$ cat config.mk
export PLATFORM = sky130hd
export DESIGN_NAME = attn_out_streamer
export DESIGN_NICKNAME = d
export VERILOG_FILES = /design/src/rtl/attn_pkg.sv /design/src/rtl/attn_launch_delay.sv /design/src/rtl/attn_out_streamer.sv
export SDC_FILE = /design/constraint.sdc
export NUM_CORES = 1
export LEC_CHECK = 0
export CAP_MARGIN = 10
export CORE_AREA = 8 8 246 248
export CTS_CLUSTER_SIZE = 40
export DETAILED_ROUTE_END_ITERATION = 8
export DIE_AREA = 0 0 254 256
export HOLD_SLACK_MARGIN = 0.05
export PLACE_DENSITY_LB_ADDON = 0.3
export SETUP_SLACK_MARGIN = 0.15
export SLEW_MARGIN = 20
export SYNTH_ARGS = -nofsm -noshare
export SYNTH_HDL_FRONTEND = slang
export SYNTH_SLANG_ARGS = --single-unit
$ cat constraint.sdc
create_clock -name clk -period 20.8 [get_ports clk]
set_input_delay 6.24 -clock clk [delete_from_list [all_inputs] [get_ports clk]]
set_output_delay 6.24 -clock clk [all_outputs]
set_load 0.1 [all_outputs]
$ cat src/rtl/attn_pkg.sv
// attn_pkg: shared defaults, derived widths and FSM encoding for the attention sink blocks
package attn_pkg;
  localparam int DATA_WIDTH   = 16;
  localparam int TOKEN_DIM    = 4;
  localparam int TOKEN_NUM    = 8;
  localparam int PIPE_LATENCY = 4;
  localparam int TOKEN_BITS   = DATA_WIDTH * TOKEN_DIM;
  localparam int MAT_BITS     = TOKEN_BITS * TOKEN_NUM;
  localparam int IDX_W        = (TOKEN_NUM > 1) ? $clog2(TOKEN_NUM) : 1;
  typedef enum logic {IDLE, STREAM} state_t;
  function automatic int idx_w(input int n);
    return (n > 1) ? $clog2(n) : 1;
  endfunction
endpackage

$ cat src/rtl/attn_launch_delay.sv
// attn_launch_delay: DEPTH-stage shift register marking when a valid-less pipeline's result is present
module attn_launch_delay #(
  parameter int DEPTH = 4
) (
  input  logic clk,
  input  logic rst,
  input  logic din,
  output logic dout
);
  logic [DEPTH-1:0] sr;
  always_ff @(posedge clk or posedge rst)
    if (rst) sr <= '0;
    else     sr <= (sr << 1) | DEPTH'(din);
  assign dout = sr[DEPTH-1];
endmodule

$ cat src/rtl/attn_out_streamer.sv
// attn_out_streamer: captures the attention output matrix on its result cycle and streams it token by token
module attn_out_streamer #(
  parameter int DATA_WIDTH   = attn_pkg::DATA_WIDTH,
  parameter int TOKEN_DIM    = attn_pkg::TOKEN_DIM,
  parameter int TOKEN_NUM    = attn_pkg::TOKEN_NUM,
  parameter int PIPE_LATENCY = attn_pkg::PIPE_LATENCY,
  localparam int TW = DATA_WIDTH * TOKEN_DIM,
  localparam int MW = TW * TOKEN_NUM,
  localparam int IW = attn_pkg::idx_w(TOKEN_NUM)
) (
  input  logic          clk,
  input  logic          rst,
  input  logic          launch,
  input  logic [MW-1:0] mat_in,
  output logic          tok_valid,
  input  logic          tok_ready,
  output logic [TW-1:0] tok_data,
  output logic [IW-1:0] tok_idx,
  output logic          tok_last,
  output logic          busy,
  output logic          overflow,
  input  logic          clr_overflow
);
  import attn_pkg::*;
  state_t state, state_n;
  logic [MW-1:0] mat_q;
  logic cap, beat, load, drop;
  attn_launch_delay #(.DEPTH(PIPE_LATENCY)) u_dly (.clk(clk), .rst(rst), .din(launch), .dout(cap));
  always_ff @(posedge clk or posedge rst)
    if (rst) state <= IDLE;
    else     state <= state_n;
  // a capture on the final beat reloads in place so back-to-back matrices have no bubble
  always_comb begin
    tok_valid = state == STREAM;
    busy      = tok_valid;
    tok_last  = tok_valid && tok_idx == IW'(TOKEN_NUM - 1);
    beat      = tok_valid && tok_ready;
    load      = cap && (!tok_valid || (beat && tok_last));
    drop      = cap && tok_valid && !(beat && tok_last);
    state_n   = load ? STREAM : (beat && tok_last) ? IDLE : state;
  end
  always_ff @(posedge clk or posedge rst)
    if (rst) begin
      mat_q    <= '0;
      tok_idx  <= '0;
      overflow <= 1'b0;
    end else begin
      if (load) begin
        mat_q   <= mat_in;
        tok_idx <= '0;
      end else if (beat && !tok_last) tok_idx <= tok_idx + 1'b1;
      overflow <= drop || (overflow && !clr_overflow);
    end
  assign tok_data = mat_q[tok_idx * TW +: TW];
endmodule
==> flow_metrics.env, run 1 <==
export IMPL_hold_viol=0
export IMPL_worst_slew_pin_slew_ns=1.17
export IMPL_core_rowCount=88
export IMPL_syn_nets=1997
export IMPL_gp_congestion=0.856
export IMPL_io_pins=588
export IMPL_dp_hpwl_mm=48.7
export IMPL_grt_antenna_before_repair=27
export IMPL_cp_cell_sequence="buf_4, buf_4, mux4_2, nand2_1, nand2_1, clkdlybuf4s50_1"
export IMPL_wl_mm=69.0
export IMPL_grt_pass1_wl_mm=106
export IMPL_final_setup_skew_ns=0.00971
export IMPL_slowest_delay_ns=1.01
export IMPL_firstDrtPassIters=5
export IMPL_tns_ns=0
export IMPL_grt_overflow=0
export IMPL_path_clk_slew_ns=0.06
export IMPL_cts_repair_resized=0
export IMPL_synthToLayoutAreaGrowth_pct=29.8
export IMPL_start_util_pct=45.2
export IMPL_grt_max_degree=187
export IMPL_core_um2=56800
export IMPL_place_inst=2746
export IMPL_place_ws_ns=9.78
export IMPL_fin_crit_ns=10.78
export IMPL_register_area_um2=13000
export IMPL_die_w_um=254
export IMPL_cts_tree="yes"
export IMPL_multiInputGateArea_um2=11300
export IMPL_die_y_um=256
export IMPL_synth_seq_cells=521
export IMPL_cp_max_fo=32
export IMPL_p_clk_share_pct=17.9
export IMPL_p_int_uw=3470
export IMPL_synth_seq_area_share_pct=50.7
export IMPL_avgSynthCellArea_um2=17.4
export IMPL_fmax_mhz=92.8
export IMPL_final_common_cell="clkdlybuf4s50_1"
export IMPL_grt_usage_pct=20.9
export IMPL_htree_levels=2
export IMPL_route_detailed_wl_per_inst_um=24.1
export IMPL_ir_drop_uv=155
export IMPL_p_leak_uw=0.0159
export IMPL_setup_violations=0
export IMPL_slew_viol_final=0
export IMPL_postSynthCellCount=1478
export IMPL_hold_path_class="reg -> reg"
export IMPL_first_iter_violations=710
export IMPL_min_period_over_period_pct=51.8
export IMPL_post_route_drc_count=0
export IMPL_power_density_nw_per_um2=173
export IMPL_numCtsBuffers=57
export IMPL_instances_no_fill=2866
export IMPL_power_share_sequential_pct=31.7
export IMPL_hold_buffers=0
export IMPL_rsz0062_at_grt="false"
export IMPL_final_cell_mix="587 x clkdlybuf4s50_1, 518 x dfrtp_1, 480 x mux2_4"
export IMPL_port_buffer_count=587
export IMPL_drive_gt1_share_pct=36.4
export IMPL_clk_path_buf_depth=3
export IMPL_n_fill_cell=4458
export IMPL_crit_path_end_kind="output port"
export IMPL_drv_cap=0
export IMPL_pwr_share_comb_pct=50.3
export IMPL_cp_arrival_ns=4.54
export IMPL_max_slew_margin_pct=22.3
export IMPL_synthTopCellsByArea="dfrtp_1 51%, mux2_4 28%, mux4_2 11%"
export IMPL_num_vias=14700
export IMPL_clk_latency_ns=0.59
export IMPL_yosysTopAreaCell="dfrtp_1"
export IMPL_switchingPower_uw=2300
export IMPL_grt_pass1_vias=16800
export IMPL_die_area_um2=65000
export IMPL_rr_worst_depth=8
export IMPL_status="complete, no violations"
export IMPL_syn_area_um2=25700
export IMPL_synth_cell_type_count=22
export IMPL_cp_slowest_cell="clkdlybuf4s50_1"
export IMPL_synth_top_area_share_pct=50.7
export IMPL_synth_warnings=0
export IMPL_worstPathRequired_ns=14.56
export IMPL_postLayoutSetupSlackWorst_ns=10.02
export IMPL_min_path_cells=0
export IMPL_cts_root_buf="clkbuf_16"
export IMPL_cts_sinks=521
export IMPL_critPathLaunchType="register"
export IMPL_detail_route_vias_per_cell=5.12
export IMPL_crit_type="reg -> out"
export IMPL_cts_setup_buffers=0
export IMPL_netSwitchingFraction_pct=39.9
export IMPL_fin_nets=2560
export IMPL_postRouteAntennaNets=0
## registers in the layout, summed over array words and instances, names as in the netlist
| signal | count |
|---|---|
| mat_q | 512 |
| u_dly.sr | 4 |
| overflow | 1 |
| busy | 1 |
| tok_idx | 3 |
## stage by stage
| step | total power, uW | hold slack, ns | cell area [um2] | util, % |
|---|---|---|---|---|
| finish | 5770 | 0.352 | 33400 | 58.7 |
| detailed placement | 4750 | 0.338 | 31400 | 55.2 |
| global route | 6030 | 0.367 | 33400 | 58.7 |
| floorplan | 4090 | 0.331 | 25700 | - |
| CTS | 5820 | 0.349 | 33300 | 58.6 |
| global placement | 4690 | 0.337 | 31400 | 55.2 |
## cell usage after synthesis
master,count
a21oi_1,1
buf_2,18
dfrtp_1,521
o22ai_1,2
nand2_1,195
nand2b_4,1
a21boi_2,1
inv_1,5
or2b_1,1
buf_4,13
ha_1,2
buf_12,54
or2_2,1
a22o_1,3
buf_1,1
mux2i_1,1
mux4_2,128
mux2_4,480
and2_1,1
mux2_2,32
o21ai_0,1
clkbuf_1,16
## worst paths after layout
path / start / to / slack, ns
setup reg to reg: tok_idx[1] / mat_q[198] / 15.17
max in group asynchronous: rst / tok_idx[1] / 12.26
hold reg to reg: u_dly.sr[1] / u_dly.sr[2] / 0.35
min in group asynchronous: rst / mat_q[310] / 6.10
setup / recovery: tok_idx[0] / tok_data[2] / 10.02
hold / removal: u_dly.sr[1] / u_dly.sr[2] / 0.35
## metal layers
metal  global-route usage [%]  share of wire (%)  up-vias  routed length (um)
li1                         -                  -     6469                   -
met1                     26.5                 41     7671               28300
met2                     35.3                 50      393               34700
met3                     5.47                6.3      111                4350
met4                     5.82                2.2       18                1520
met5                        0               0.18        -                 121
## worst max-delay path, delay by kind of cell (launching register included)
family / cells / cell delay (ns)
buffers and inverters: 3 / 2.36
DFF: 1 / 0.73
muxes: 1 / 0.60
and+or+nand+nor: 2 / 0.15
## cells by family (layout without fill, tap and decap cells)
| logic type | after synthesis | after routing | synth area share (%) |
|---|---|---|---|
| flops | 521 | 521 | 50.7 |
| other cells | 0 | 15 | 0 |
| fa+ha+maj | 2 | 2 | 0.0974 |
| mux | 641 | 641 | 40.7 |
| compound gates | 8 | 8 | 0.234 |
| simple gates | 199 | 199 | 2.98 |
| buf+inv | 107 | 715 | 5.26 |
## power groups by stage
stage | Clock (uW) | Combinational (uW) | Sequential (uW)
6_report | 1040 | 2910 | 1830
5_1_grt | 1100 | 3030 | 1890
4_1_cts | 1060 | 2930 | 1830
3_5_place_dp | 0 | 2920 | 1840
3_3_place_gp | 0 | 2870 | 1810
2_1_floorplan | 0 | 2370 | 1720
## layout make-up
class                   count  area share [%]
repair buffers            606            18.2
diodes                     15           0.113
multi-input cells         850            33.9
flip-flops and latches    521            39.1
inverters                   5          0.0713
clock inverters            25           0.874
clock buffers              79            4.85
well taps                 765            2.87
Power figures use the tool's default switching activity.
==> run 2: changes to the inputs <==
==> constraint.sdc (replaced) <==
create_clock -name clk -period 9 [get_ports clk]
set_input_delay 2.7 -clock clk [delete_from_list [all_inputs] [get_ports clk]]
set_output_delay 2.7 -clock clk [all_outputs]
set_load 0.1 [all_outputs]
==> flow_metrics.env, run 2 (synthesized netlist as in run 1, its figures left out) <==
export IMPL_status="complete, no violations"
export IMPL_cp_max_fo=35
export IMPL_regMostFlops="mat_q"
export IMPL_route_detailed_wl_per_inst_um=24.1
export IMPL_fin_crit_ns=6.55
export IMPL_htree_levels=2
export IMPL_multiInputGateArea_um2=11300
export IMPL_power_density_nw_per_um2=401
export IMPL_min_period_over_period_pct=72.8
export IMPL_post_route_drc_count=0
export IMPL_clk_latency_ns=0.58
export IMPL_cts_tree="yes"
export IMPL_path_depth=5
export IMPL_grt_pass1_vias=17000
export IMPL_hold_viol=0
export IMPL_rsz0062_at_grt="false"
export IMPL_grt_antenna_before_repair=36
export IMPL_cp_common_cell="nand2_1"
export IMPL_cp_arrival_ns=3.85
export IMPL_core_um2=56800
export IMPL_start_util_pct=45.2
export IMPL_cp_endpoint="tok_data[43]"
export IMPL_cp_num_buf_inv=3
export IMPL_clk_path_buf_depth=3
export IMPL_firstDrtPassIters=4
export IMPL_final_cell_mix="587 x clkdlybuf4s50_1, 518 x dfrtp_1, 480 x mux2_4"
export IMPL_worstPathRequired_ns=6.30
export IMPL_setup_violations=0
export IMPL_crit_path_end_kind="output port"
export IMPL_crit_type="reg -> out"
export IMPL_fmax_mhz=153
export IMPL_grt_usage_pct=21.1
export IMPL_p_leak_uw=0.0159
export IMPL_path_clk_slew_ns=0.06
export IMPL_synthToLayoutAreaGrowth_pct=30.4
export IMPL_cts_root_buf="clkbuf_16"
export IMPL_critPathLaunchType="register"
export IMPL_die_area_um2=65000
export IMPL_r2r_start="tok_idx[1]"
export IMPL_regToRegEndpoint="mat_q[220]"
export IMPL_final_setup_skew_ns=0.00974
export IMPL_cp_cell_sequence="clkinv_2, buf_4, nand2_1, nand2_1, clkdlybuf4s50_1"
export IMPL_hold_path_class="reg -> reg"
export IMPL_worst_slew_pin_slew_ns=1.09
export IMPL_final_common_cell="clkdlybuf4s50_1"
export IMPL_hold_buffers=0
export IMPL_fin_nets=2558
export IMPL_ir_drop_uv=426
export IMPL_n_fill_cell=4421
export IMPL_cts_setup_buffers=0
export IMPL_numCtsBuffers=57
export IMPL_postRouteAntennaNets=0
export IMPL_cts_sinks=521
export IMPL_io_pins=588
export IMPL_num_vias=14700
export IMPL_drv_cap=0
export IMPL_grt_max_degree=164
export IMPL_max_slew_margin_pct=27.4
export IMPL_die_w_um=254
export IMPL_grt_overflow=0
export IMPL_detail_route_vias_per_cell=5.11
export IMPL_die_y_um=256
export IMPL_core_rowCount=88
export IMPL_r2r_slack_ns=5.05
export IMPL_register_area_um2=13000
export IMPL_gp_congestion=0.849
export IMPL_dp_hpwl_mm=48.6
export IMPL_grt_pass1_wl_mm=106
export IMPL_first_iter_violations=784
export IMPL_crit_family="buffers and inverters"
export IMPL_largest_register_ffs=512
export IMPL_rr_worst_depth=7
export IMPL_port_buffer_count=587
export IMPL_drive_gt1_share_pct=36.5
export IMPL_design_area_um2=33500
export IMPL_slowest_delay_ns=1.17
export IMPL_largest_registers="mat_q x512, u_dly.sr x4, tok_idx x3"
export IMPL_power_uw=13400
export IMPL_critPathLaunch="tok_idx[1]"
export IMPL_cp_slowest_cell="clkdlybuf4s50_1"
export IMPL_cts_repair_resized=0
export IMPL_slew_viol_final=0
export IMPL_wl_mm=69.4
export IMPL_tns_ns=0
export IMPL_placed_cell_area_um2=31400
run 2: cell count changes in the layout (fill, tap and decap cells not counted), sizes merged:
cell    change
bufinv      +2
buf         -2
diode      +14
clkinv      -3
inv         -2
run 2: worst min path at each step:
stage                     cells after the start  slack, ns          end   startpoint
after global routing                          0       0.35  u_dly.sr[1]  u_dly.sr[0]
after CTS                                     0       0.35  u_dly.sr[1]  u_dly.sr[0]
after floorplan                               0       0.33  u_dly.sr[1]  u_dly.sr[0]
after detailed placement                      0       0.34  u_dly.sr[1]  u_dly.sr[0]
after global placement                        0       0.34  u_dly.sr[1]  u_dly.sr[0]
final                                         0       0.35  u_dly.sr[1]  u_dly.sr[0]
run 2: per-layer routing:
metal	vias up	routed length [um]	share of wire, %	track usage, %
li1	6472	-	-	-
met4	14	1830	2.6	8.17
met5	-	100	0.14	0
met1	7626	28600	41	26.9
met3	114	4090	5.9	4.97
met2	454	34700	50	34.6
run 2: where the power goes:
part	switching (uW)	total [uW]	internal (uW)
clock network	954	2470	1510
registers	717	4200	3490
logic	3640	6750	3110
run 2: per-stage QoR:
step	setup slack (ns)	utilization [%]	cells	hold WS (ns)
2_1_floorplan	-0.778	-	1478	0.331
3_3_place_gp	2.96	55.3	2745	0.336
3_5_place_dp	2.99	55.3	2745	0.340
4_1_cts	2.33	58.8	2846	0.354
5_1_grt	2.27	58.9	2871	0.354
6_report	2.45	59.0	2875	0.351
run 2: layout make-up:
type	count	area share (%)
antenna	29	0.217
timing repair buffer	604	18.2
multi-input combinational	850	33.8
clock inverter	22	0.941
tap	765	2.86
inverter	5	0.0710
sequential	521	39.0
clock buffer	79	4.98
==> run 3: changes to the inputs <==
==> constraint.sdc (replaced) <==
create_clock -name clk -period 5.32 [get_ports clk]
set_input_delay 1.596 -clock clk [delete_from_list [all_inputs] [get_ports clk]]
set_output_delay 1.596 -clock clk [all_outputs]
set_load 0.1 [all_outputs]
==> flow_metrics.env, run 3 (synthesized netlist as in run 1, its figures left out) <==
export IMPL_firstDrtPassIters=4
export IMPL_ir_drop_uv=736
export IMPL_cp_arrival_ns=2.91
export IMPL_p_clk_share_pct=17.5
export IMPL_core_rowCount=88
export IMPL_cts_setup_buffers=0
export IMPL_cp_num_buf_inv=2
export IMPL_final_common_cell="clkdlybuf4s50_1"
export IMPL_detail_route_vias_per_cell=5.15
export IMPL_r2r_slack_ns=2.04
export IMPL_largest_register_ffs=512
export IMPL_wl_mm=70.1
export IMPL_design_area_um2=33600
export IMPL_drive_gt1_share_pct=40.2
export IMPL_cp_cell_sequence="buf_4, mux4_2, nand2_1, nand2_1, buf_4"
export IMPL_cp_slowest_cell="dfrtp_4"
export IMPL_use_met1_pct=27.4
export IMPL_die_w_um=254
export IMPL_post_route_drc_count=0
export IMPL_rsz0062_at_grt="false"
export IMPL_slew_viol_final=0
export IMPL_fmax_mhz=222
export IMPL_crit_family="flip-flops"
export IMPL_min_period_over_period_pct=84.7
export IMPL_setup_violations=0
export IMPL_place_inst=2775
export IMPL_drv_cap=0
export IMPL_cts_sinks=521
export IMPL_htree_levels=2
export IMPL_port_buffer_count=587
export IMPL_cts_repair_resized=0
export IMPL_fin_nets=2588
export IMPL_pwr_share_comb_pct=50.4
export IMPL_cp_max_fo=36
export IMPL_first_iter_violations=892
export IMPL_status="complete, no violations"
export IMPL_slowest_delay_ns=0.90
export IMPL_power_share_sequential_pct=32.1
export IMPL_grt_pass1_wl_mm=107
export IMPL_grt_max_degree=104
export IMPL_crit_path_end_kind="output port"
export IMPL_numCtsBuffers=57
export IMPL_num_vias=14900
export IMPL_core_um2=56800
export IMPL_path_clk_slew_ns=0.06
export IMPL_final_setup_skew_ns=0.0172
export IMPL_start_util_pct=45.2
export IMPL_instances_no_fill=2896
export IMPL_crit_type="reg -> out"
export IMPL_cts_tree="yes"
export IMPL_use_met2_pct=34.9
export IMPL_route_detailed_wl_per_inst_um=24.2
export IMPL_dp_hpwl_mm=50.4
export IMPL_power_density_nw_per_um2=666
export IMPL_grt_use_met3_pct=5.13
export IMPL_final_cell_mix="522 x clkdlybuf4s50_1, 518 x dfrtp_1, 480 x mux2_4"
export IMPL_fin_crit_ns=4.50
export IMPL_grt_overflow=0
export IMPL_p_int_uw=13400
export IMPL_gp_congestion=0.856
export IMPL_grt_usage_pct=21.3
export IMPL_hold_buffers=0
export IMPL_hold_viol=0
export IMPL_switchingPower_uw=8990
export IMPL_p_leak_uw=0.0162
export IMPL_hold_path_class="reg -> reg"
export IMPL_netSwitchingFraction_pct=40.2
export IMPL_max_slew_margin_pct=29.9
export IMPL_placed_cell_area_um2=31700
export IMPL_n_fill_cell=4377
export IMPL_critPathLaunchType="register"
export IMPL_postRouteAntennaNets=0
export IMPL_clk_latency_ns=0.59
export IMPL_io_pins=588
export IMPL_clk_path_buf_depth=3
export IMPL_die_area_um2=65000
export IMPL_largest_registers="mat_q x512, u_dly.sr x4, tok_idx x3"
export IMPL_die_y_um=256
export IMPL_tns_ns=0
export IMPL_worst_slew_pin_slew_ns=1.05
export IMPL_cts_root_buf="clkbuf_16"
export IMPL_synthToLayoutAreaGrowth_pct=30.6
export IMPL_worstPathRequired_ns=3.72
export IMPL_busiest_layer="met2"
export IMPL_regMostFlops="mat_q"
export IMPL_grt_pass1_vias=17100
export IMPL_grt_antenna_before_repair=29
run 3: area by class of cell:
class	count	area (um2)	area share [%]
clock buffer	85	1690	5.04
inverter	5	23.8	0.0708
sequential	521	13000	38.9
clock inverter	16	165	0.492
tap	765	957	2.85
timing repair buffer	634	6320	18.8
multi-input combinational	850	11300	33.7
antenna	20	50.0	0.149
run 3: final timing paths:
check,start,endpoint,depth (start not counted)
max,tok_idx[0],tok_data[31],5
min,u_dly.sr[2],u_dly.sr[3],0
max reg2reg,tok_idx[1],mat_q[317],6
min reg2reg,u_dly.sr[2],u_dly.sr[3],0
max in group asynchronous,rst,mat_q[488],3
min in group asynchronous,rst,mat_q[187],2
run 3: through the flow:
step                      total power, uW  util, %  setup WS, ns  hold WS, ns
final                               22400     59.1         0.815        0.349
after global routing                23400     59.1         0.649        0.354
after CTS                           22600     59.0         0.716        0.349
after detailed placement            18500     55.7          1.26        0.335
after global placement              18300     55.7          1.32        0.331
after floorplan                     16000        -         -3.35        0.331
run 3: per-layer routing:
metal  share of wire, %  wire length (um)
met5               0.12                84
met4                2.6              1810
met3                6.0              4230
met2                 50             35100
met1                 41             28900
run 3: power by group through the flow:
stage	combinational (uW)	clock, uW	sequential [uW]
2_1_floorplan	9280	0	6710
3_3_place_gp	11200	0	7120
3_5_place_dp	11300	0	7210
4_1_cts	11400	4020	7190
5_1_grt	11800	4170	7430
6_report	11300	3910	7190
